--- src/rtl/sw_out_arb_pkg.sv ---
// Shared constants, state encoding and index helper for the output-port
// switch arbiter and the logic that reuses its round-robin picker.
package sw_out_arb_pkg;

  localparam int NPORT_DEF = 5;
  localparam int NVCH_DEF  = 2;

  localparam int PORT_N = 0;
  localparam int PORT_E = 1;
  localparam int PORT_S = 2;
  localparam int PORT_W = 3;
  localparam int PORT_L = 4;

  // Reset is asserted when rst_ equals this level.
  localparam logic RST_ACT = 1'b1;

  typedef enum logic {
    ST_IDLE   = 1'b0,
    ST_LOCKED = 1'b1
  } arb_state_e;

  function automatic int wrap_inc(input int idx, input int n);
    return (idx + 1 >= n) ? 0 : idx + 1;
  endfunction

endpackage

--- src/rtl/sw_out_arb_rr_pick.sv ---
// Combinational rotate-priority encoder: first set request scanning from ptr
// upward with wrap. Shared with the VC allocator.
module sw_out_arb_rr_pick #(
  parameter int NPORT = 5,
  parameter int IDXW  = 3
) (
  input  logic [NPORT-1:0] req,
  input  logic [IDXW-1:0]  ptr,
  output logic [NPORT-1:0] gnt,
  output logic [IDXW-1:0]  idx,
  output logic             vld
);

  logic [IDXW-1:0] cand;

  always_comb begin
    gnt  = '0;
    idx  = '0;
    vld  = 1'b0;
    cand = '0;
    for (int k = 0; k < NPORT; k++) begin
      cand = IDXW'((int'(ptr) + k) % NPORT);
      if (!vld && req[cand]) begin
        gnt[cand] = 1'b1;
        idx       = cand;
        vld       = 1'b1;
      end
    end
  end

endmodule

--- src/rtl/sw_out_arb.sv ---
// Per-output switch arbiter: round-robin among credited head flits, then the
// output stays locked to the winning input until its tail flit is forwarded.
module sw_out_arb
  import sw_out_arb_pkg::*;
#(
  parameter int NPORT = NPORT_DEF,
  parameter int NVCH  = NVCH_DEF,
  parameter int VCHW  = 1,
  localparam int IDXW = (NPORT > 1) ? $clog2(NPORT) : 1
) (
  input  logic                  clk,
  input  logic                  rst_,
  input  logic [NPORT-1:0]      req,
  input  logic [NPORT-1:0]      req_head,
  input  logic [NPORT-1:0]      req_tail,
  input  logic [NPORT*VCHW-1:0] req_vch,
  input  logic [NVCH-1:0]       credit_ok,
  output logic [NPORT-1:0]      grant,
  output logic                  grant_vld,
  output logic [VCHW-1:0]       grant_vch,
  output logic                  locked,
  output logic [IDXW-1:0]       owner,
  output logic                  err_proto
);

  arb_state_e      state_q, state_d;
  logic [IDXW-1:0] rr_ptr_q, rr_ptr_d;
  logic [IDXW-1:0] owner_q, owner_d;
  logic [VCHW-1:0] lock_vch_q, lock_vch_d;
  logic            err_q, err_d;

  logic [VCHW-1:0]  vch_arr [NPORT];
  logic [NPORT-1:0] elig;
  logic [NPORT-1:0] pick_gnt;
  logic [IDXW-1:0]  pick_idx;
  logic             pick_vld;
  logic [NPORT-1:0] grant_c;
  logic [VCHW-1:0]  gvch_c;

  always_comb begin
    for (int i = 0; i < NPORT; i++) begin
      vch_arr[i] = req_vch[i*VCHW +: VCHW];
      elig[i]    = req[i] & req_head[i] & credit_ok[vch_arr[i]];
    end
  end

  sw_out_arb_rr_pick #(
    .NPORT (NPORT),
    .IDXW  (IDXW)
  ) u_rr_pick (
    .req (elig),
    .ptr (rr_ptr_q),
    .gnt (pick_gnt),
    .idx (pick_idx),
    .vld (pick_vld)
  );

  always_comb begin
    state_d    = state_q;
    rr_ptr_d   = rr_ptr_q;
    owner_d    = owner_q;
    lock_vch_d = lock_vch_q;
    err_d      = 1'b0;
    grant_c    = '0;
    gvch_c     = '0;
    case (state_q)
      ST_IDLE: begin
        // Body or tail flits with no packet in flight are stray and dropped.
        err_d = |(req & ~req_head);
        if (pick_vld) begin
          grant_c = pick_gnt;
          gvch_c  = vch_arr[pick_idx];
          if (req_tail[pick_idx]) begin
            rr_ptr_d = IDXW'(wrap_inc(int'(pick_idx), NPORT));
          end else begin
            state_d    = ST_LOCKED;
            owner_d    = pick_idx;
            lock_vch_d = vch_arr[pick_idx];
          end
        end
      end
      ST_LOCKED: begin
        gvch_c = lock_vch_q;
        err_d  = req[owner_q] & req_head[owner_q];
        if (req[owner_q] && credit_ok[lock_vch_q]) begin
          grant_c[owner_q] = 1'b1;
          if (req_tail[owner_q]) begin
            state_d  = ST_IDLE;
            rr_ptr_d = IDXW'(wrap_inc(int'(owner_q), NPORT));
          end
        end
      end
      default: state_d = ST_IDLE;
    endcase
  end

  always_ff @(posedge clk) begin
    if (rst_ == RST_ACT) begin
      state_q    <= ST_IDLE;
      rr_ptr_q   <= '0;
      owner_q    <= '0;
      lock_vch_q <= '0;
      err_q      <= 1'b0;
    end else begin
      state_q    <= state_d;
      rr_ptr_q   <= rr_ptr_d;
      owner_q    <= owner_d;
      lock_vch_q <= lock_vch_d;
      err_q      <= err_d;
    end
  end

  assign grant     = (rst_ == RST_ACT) ? '0 : grant_c;
  assign grant_vld = |grant;
  assign grant_vch = (rst_ == RST_ACT) ? '0 : gvch_c;
  assign locked    = (state_q == ST_LOCKED);
  assign owner     = owner_q;
  assign err_proto = err_q;

endmodule

--- config.mk ---
export PLATFORM = sky130hd
export DESIGN_NAME = sw_out_arb
export DESIGN_NICKNAME = d
export VERILOG_FILES = /design/src/rtl/sw_out_arb_pkg.sv /design/src/rtl/sw_out_arb_rr_pick.sv /design/src/rtl/sw_out_arb.sv
export SDC_FILE = /design/constraint.sdc
export NUM_CORES = 1
export LEC_CHECK = 0
export ABC_AREA = 1
export CAP_MARGIN = 20
export CORE_UTILIZATION = 25
export DETAILED_ROUTE_END_ITERATION = 12
export SKIP_CTS_REPAIR_TIMING = 1
export SLEW_MARGIN = 30
export SYNTH_ARGS = -nofsm -noshare
export SYNTH_HDL_FRONTEND = slang
export SYNTH_SLANG_ARGS = --single-unit
--- constraint.sdc ---
create_clock -name clk -period 5 [get_ports clk]
set_input_delay 0.5 -clock clk [delete_from_list [all_inputs] [get_ports clk]]
set_output_delay 0.5 -clock clk [all_outputs]
set_load 0.02 [all_outputs]
==> metrics.csv, run 1 <==
metric,value,unit
GRT Util Overall,15.1,%
Yosys top cell by area,nand2_1,
Tcrit/Tclk final,93.9,%
Slowest Stage Delay on Critical Path,310,ps
router iterations before antenna repair,4,
Area contributors post-synth,"nand2_1 (20%), ha_1 (12%), inv_1 (12%), nand3_1 (11%), dfxtp_1 (6.8%)",
Remaining DRCs,0,
Iteration-0 DRC Markers,229,
Slew Limit Headroom,55.6,%
Netlist cell types,42,
placed cell area,0.00330,mm^2
top-area cell type share of the netlist area,19.6,%
outcome,finished clean,
first-pass GRT wire length,13800,um
core area,0.0103,mm^2
CTS sink count,9,
Final Skew,3.20,ps
multi-input logic area,0.00220,mm^2
setup violators final,0,
post-synthesis sequential element count,9,
Row Count,37,
fmax,213,MHz
prevailing post-synth register cell,dfxtp_1,
via/cell ratio,4.76,
fin crit period,4690,ps
Avg Inst Size Synth,5.44,um^2
Final Max Slew Viols,0,
Slew @ Worst Pin,661,ps
slowest CP cell,dfxtp_1,
post-route ant nets,0,
antenna violations before repair,0,
share of cells above drive strength 1,15.1,%
synthesized cell area,0.00264,mm^2
DPL Wire Length,6840,um
"Clk pin slew, worst setup/hold paths",50,ps
post-synth net total,535,
Global Route met1 Usage,20.0,%
Boundary Pins,36,
total CTS buffers,3,
sequential-to-total area share from yosys stat,6.82,%
most crowded layer after global routing,met2,
Die X,105,um
nets@finish,592,
Die Y,105,um
Post-synth ARST share,0,%
crit end category,output pin,
RD Place Congestion,0.947,
CTS tree,done,
final setup margin,307,ps
CTS Buffer Depth,2,
critical path type,reg2out,
crit-path most repeated cell,nand3_1,
vias in the first global route,3084,
Post-synth EDFFs,0,
FF+latch area,180,um^2
Fill cells,1154,
Critical Path Fanout Max,5,
clock insertion delay at the later pin of the skew report,240,ps
dpl ws,-31.6,ps
H-tree levels,1,
Port Buffers,35,
total grt overflow,0,
design area,0.00344,mm^2
GR Util met3,0.624,%
Cells after Synth,486,
pin count of the biggest net entering global routing,16,
YS warnings,0,
grt met2 use,26.3,%
Starting Density,25.7,%
arrival time worst endpoint,4190,ps
Avg WL per Cell,12.0,um
routed wire length,8130,um
"count leader, synth",nand2_1,
Hold Fails Final Rpt,0,
WP data required,4500,ps
vias,3228,
die area,0.0110,mm^2
Hold Path Class,reg2reg,
Antenna Cells,0,
setup TNS,0,ps
startpoint type of the worst setup path,flop,
commonest cells in the netlist,"nand2_1 (138), inv_1 (81), nand3_1 (59)",
clock root cell,clkbuf_8,
maxcap violations,0,
area delta synth->final,30.1,%
routing by layer:
| layer | wire length, um | up-vias |
|---|---|---|
| li1 | - | 1687 |
| met1 | 3960 | 1466 |
| met2 | 3840 | 66 |
| met3 | 213 | 9 |
| met4 | 114 | 0 |
| met5 | 0 | - |
flip-flops by register name, summed over array words and instances (netlist names):
register    count
lock_vch_q      1
owner           3
err_proto       1
rr_ptr_q        3
locked          1
logic make-up (layout without fill, tap and decap cells):
logic type,Yosys count,in the layout,share of synthesized area [%]
XOR/XNOR,5,5,2.23
flip-flops,9,9,6.82
AND/OR/NAND/NOR,288,288,50.8
AO/OA/AOI/OAI,68,68,15.3
buffers and inverters,91,147,13.1
adder cells (fa/ha/maj),25,25,11.8
per-stage QoR:
step                      hold slack (ps)  instances  utilization (%)
after floorplan                       524        486                -
after global placement                575        673             32.1
after detailed placement              573        673             32.1
after CTS                             583        677             32.5
after global routing                  621        678             33.4
final                                 586        678             33.4
path summary, 6_finish.rpt:
check	slack, ps	cells after the start	startpoint	endpoint
max	310	30	rr_ptr_q[1]$_SDFFE_PP0P_	grant_vld
min	590	4	lock_vch_q$_SDFFE_PP0P_	lock_vch_q$_SDFFE_PP0P_
min reg2reg	590	4	lock_vch_q$_SDFFE_PP0P_	lock_vch_q$_SDFFE_PP0P_
max reg2reg	800	31	rr_ptr_q[1]$_SDFFE_PP0P_	rr_ptr_q[2]$_SDFFE_PP0P_
layout by cell type, fill, tap and decap left out, types with 2 or more instances in the layout:
| cell type | instances |
|---|---|
| xor2_2 | 3 |
| o22ai_1 | 4 |
| nand3_2 | 7 |
| inv_1 | 78 |
| clkdlybuf4s50_1 | 28 |
| dlymetal6s2s_1 | 5 |
| a21oi_2 | 3 |
| inv_2 | 7 |
| nor2_2 | 5 |
| nand2_4 | 4 |
| buf_4 | 22 |
| nand2_2 | 12 |
| o21ai_0 | 21 |
| nor2_1 | 44 |
| a21oi_1 | 14 |
| ha_1 | 22 |
| nor3_1 | 8 |
| nand4_1 | 7 |
| nor2_4 | 6 |
| nand2_1 | 132 |
| a211oi_1 | 3 |
| ha_2 | 2 |
| o2111ai_1 | 2 |
| a31oi_1 | 2 |
| o211ai_1 | 7 |
| o21ai_1 | 6 |
| nand3_1 | 56 |
| dfxtp_1 | 9 |
| xor2_1 | 2 |
| clkbuf_8 | 3 |
layout make-up:
class,instances,area share (%)
clock buffer,4,1.31
multi-input combinational,386,64.0
tap,136,4.95
timing repair buffer,56,14.9
inverter,87,9.54
sequential,9,5.24
worst max-delay path: cells and delay by family (launching register included):
family                     cells  cell delay, ps
and+or+nand+nor               18            1890
adders and majority gates      4             900
buffers and inverters          6             510
DFF                            1             310
AOI/OAI and AO/OA              1             170
xor gates and xnor gates       1             150
Power of run 1 is not shown: default switching activity piles up to over one toggle a cycle in this logic, so the estimate is an artifact.
==> inputs of run 2 (changes only) <==
CORE_MARGIN = 4   (was not set)
SYNTH_HIERARCHICAL = 1   (was not set)
==> metrics.csv, run 2 <==
metric,value,unit,change
Die X,113,um,+7.8%
Hold Fails Final Rpt,0,,unchanged
clock root cell,clkbuf_8,,
Avg Inst Size Synth,5.69,um^2,+4.7%
Antenna Cells,0,,unchanged
crit-path most repeated cell,nand2_1,,
YS warnings,6,,+6
arrival time worst endpoint,4260,ps,+70 ps
outcome,finished clean,,
Post-synth ARST share,0,%,unchanged
RD Place Congestion,0.952,,+0.50%
Boundary Pins,36,,unchanged
non-filler instance count after layout,692,,+2.1%
Area contributors post-synth,"nand2_1 (18%), nand3_1 (12%), ha_1 (11%), inv_1 (9.7%), dfxtp_1 (6.5%)",,
Port Buffers,35,,unchanged
die area,0.0128,mm^2,+16%
slowest CP cell,dfxtp_2,,
Post-synth EDFFs,0,,unchanged
Iteration-0 DRC Markers,149,,-35%
area delta synth->final,34.1,%,
commonest cells in the netlist,"nand2_1 (131), inv_1 (71), nand3_1 (65)",,
maxcap violations,0,,unchanged
"count leader, synth",nand2_1,,
setup TNS,0,ps,unchanged
post-synthesis sequential element count,9,,unchanged
routed wire length,8810,um,+8.4%
placed cells,679,,+0.89%
Yosys top cell by area,nand2_1,,
"Clk pin slew, worst setup/hold paths",60,ps,about the same
Hold Path Class,reg2reg,,
Cells after Synth,484,,-0.41%
Final Max Slew Viols,0,,unchanged
CTS sink count,9,,unchanged
DPL Wire Length,7230,um,+5.8%
via/cell ratio,4.70,,-1.4%
"commonest non-fill, non-tap cell in the layout",nand2_1,,
most frequent cells in the layout,"nand2_1 (121), inv_1 (70), nand3_1 (61)",,
H-tree levels,1,,unchanged
WP data required,4500,ps,about the same
Tcrit/Tclk final,95.2,%,+1.3 points
sequential-to-total area share from yosys stat,6.54,%,-0.28 points
startpoint type of the worst setup path,flop,,
post-route ant nets,0,,unchanged
total CTS buffers,3,,unchanged
critical path type,reg2out,,
clock insertion delay at the later pin of the skew report,250,ps,about the same
fmax,210,MHz,-1.4%
Critical Path Fanout Max,4,,-1
Slew Limit Headroom,57.4,%,+1.9 points
CTS tree,done,,
antenna violations before repair,0,,unchanged
share of cells above drive strength 1,23.2,%,+8.1 points
Fill cells,1165,,+0.95%
nets@finish,602,,+1.7%
Die Y,113,um,+7.8%
setup violators final,0,,unchanged
synthesized cell area,0.00276,mm^2,+4.3%
pin count of the biggest net entering global routing,17,,+1
prevailing post-synth register cell,dfxtp_1,,
vias in the first global route,3100,,+0.52%
first-pass GRT wire length,14200,um,+3.2%
top-area cell type share of the netlist area,17.8,%,-1.8 points
final hold slack,572,ps,-13.6 ps
Slew @ Worst Pin,638,ps,-22.8 ps
Row Count,38,,+2.7%
CTS Buffer Depth,2,,unchanged
Slowest Stage Delay on Critical Path,320,ps,about the same
fin crit period,4760,ps,+66.4 ps
crit end category,output pin,,
vias,3249,,+0.65%
Netlist cell types,42,,unchanged
Avg WL per Cell,12.7,um,+6.2%
Remaining DRCs,0,,unchanged
total grt overflow,0,,unchanged
router iterations before antenna repair,4,,unchanged
post-synth net total,533,,-0.37%
Starting Density,25.5,%,-0.18 points
Final Skew,7.24,ps,+4.04 ps
core area,0.0108,mm^2,+5.0%
GRT Util Overall,13.2,%,-1.8 points
## run 2: cell count changes after synthesis, sizes merged, moves of 3 or more
cell / previous run / this run
a211oi: 3 / 0
a21oi: 17 / 26
buf: 2 / 6
inv: 85 / 79
nand2: 148 / 142
nand3: 64 / 75
nand3b: 1 / 4
nand4: 8 / 4
nor3: 8 / 4
or2: 1 / 4
## run 2: layer usage
layer	track usage, %	share of wire [%]	wire length (um)	up-vias
li1	-	-	-	1702
met1	17.7	46	4060	1481
met5	0	0	0	-
met4	2.72	1.9	164	0
met2	23.1	50	4370	49
met3	1.18	2.4	214	17
## run 2: logic make-up (layout without fill, tap and decap cells)
logic type / after synthesis / after routing / synth area share (%)
fa+ha+maj: 25 / 25 / 11.4
simple gates: 287 / 287 / 50.8
compound gates: 71 / 71 / 15.6
xor+xnor: 5 / 5 / 2.54
flops: 9 / 9 / 6.54
buf+inv: 87 / 155 / 13.1
## run 2: final timing paths
| check | start | to | slack, ps | cells past startpoint |
|---|---|---|---|---|
| hold reg to reg | lock_vch_q$_SDFFE_PP0P_ | lock_vch_q$_SDFFE_PP0P_ | 570 | 2 |
| hold / removal | lock_vch_q$_SDFFE_PP0P_ | lock_vch_q$_SDFFE_PP0P_ | 570 | 2 |
| setup reg to reg | rr_ptr_q[1]$_SDFFE_PP0P_ | rr_ptr_q[0]$_SDFFE_PP0P_ | 460 | 35 |
| setup / recovery | rr_ptr_q[1]$_SDFFE_PP0P_ | grant_vld | 240 | 32 |
## run 2: cell type report
class                   instances  area, um^2  share of cell area [%]
well taps                     140         175                    4.74
repair buffers                 72         647                    17.5
clock inverters                 1        5.00                   0.136
multi-input cells             388        2350                    63.5
clock buffers                   3        41.3                    1.12
inverters                      79         297                    8.03
flip-flops and latches          9         183                    4.95
## run 2: worst max-delay path: cells and delay by family, from the launching register on
family	cells	cell delay [ps]
flip-flops	1	320
AND/OR/NAND/NOR	20	2030
AO/OA/AOI/OAI	1	150
XOR/XNOR	1	190
buffers and inverters	6	470
adder cells (fa/ha/maj)	4	850
## run 2: per-stage QoR
| step | util (%) | cell area (um^2) | worst slack, ps |
|---|---|---|---|
| 3_3_place_gp | 31.7 | 3430 | 35.0 |
| 4_1_cts | 32.2 | 3470 | -420 |
| 5_1_grt | 34.2 | 3690 | -98.7 |
| 6_report | 34.2 | 3690 | 240 |
| 3_5_place_dp | 31.7 | 3430 | -134 |
| 2_1_floorplan | - | 2760 | 90.4 |
Power of run 2 is left out for the same reason.
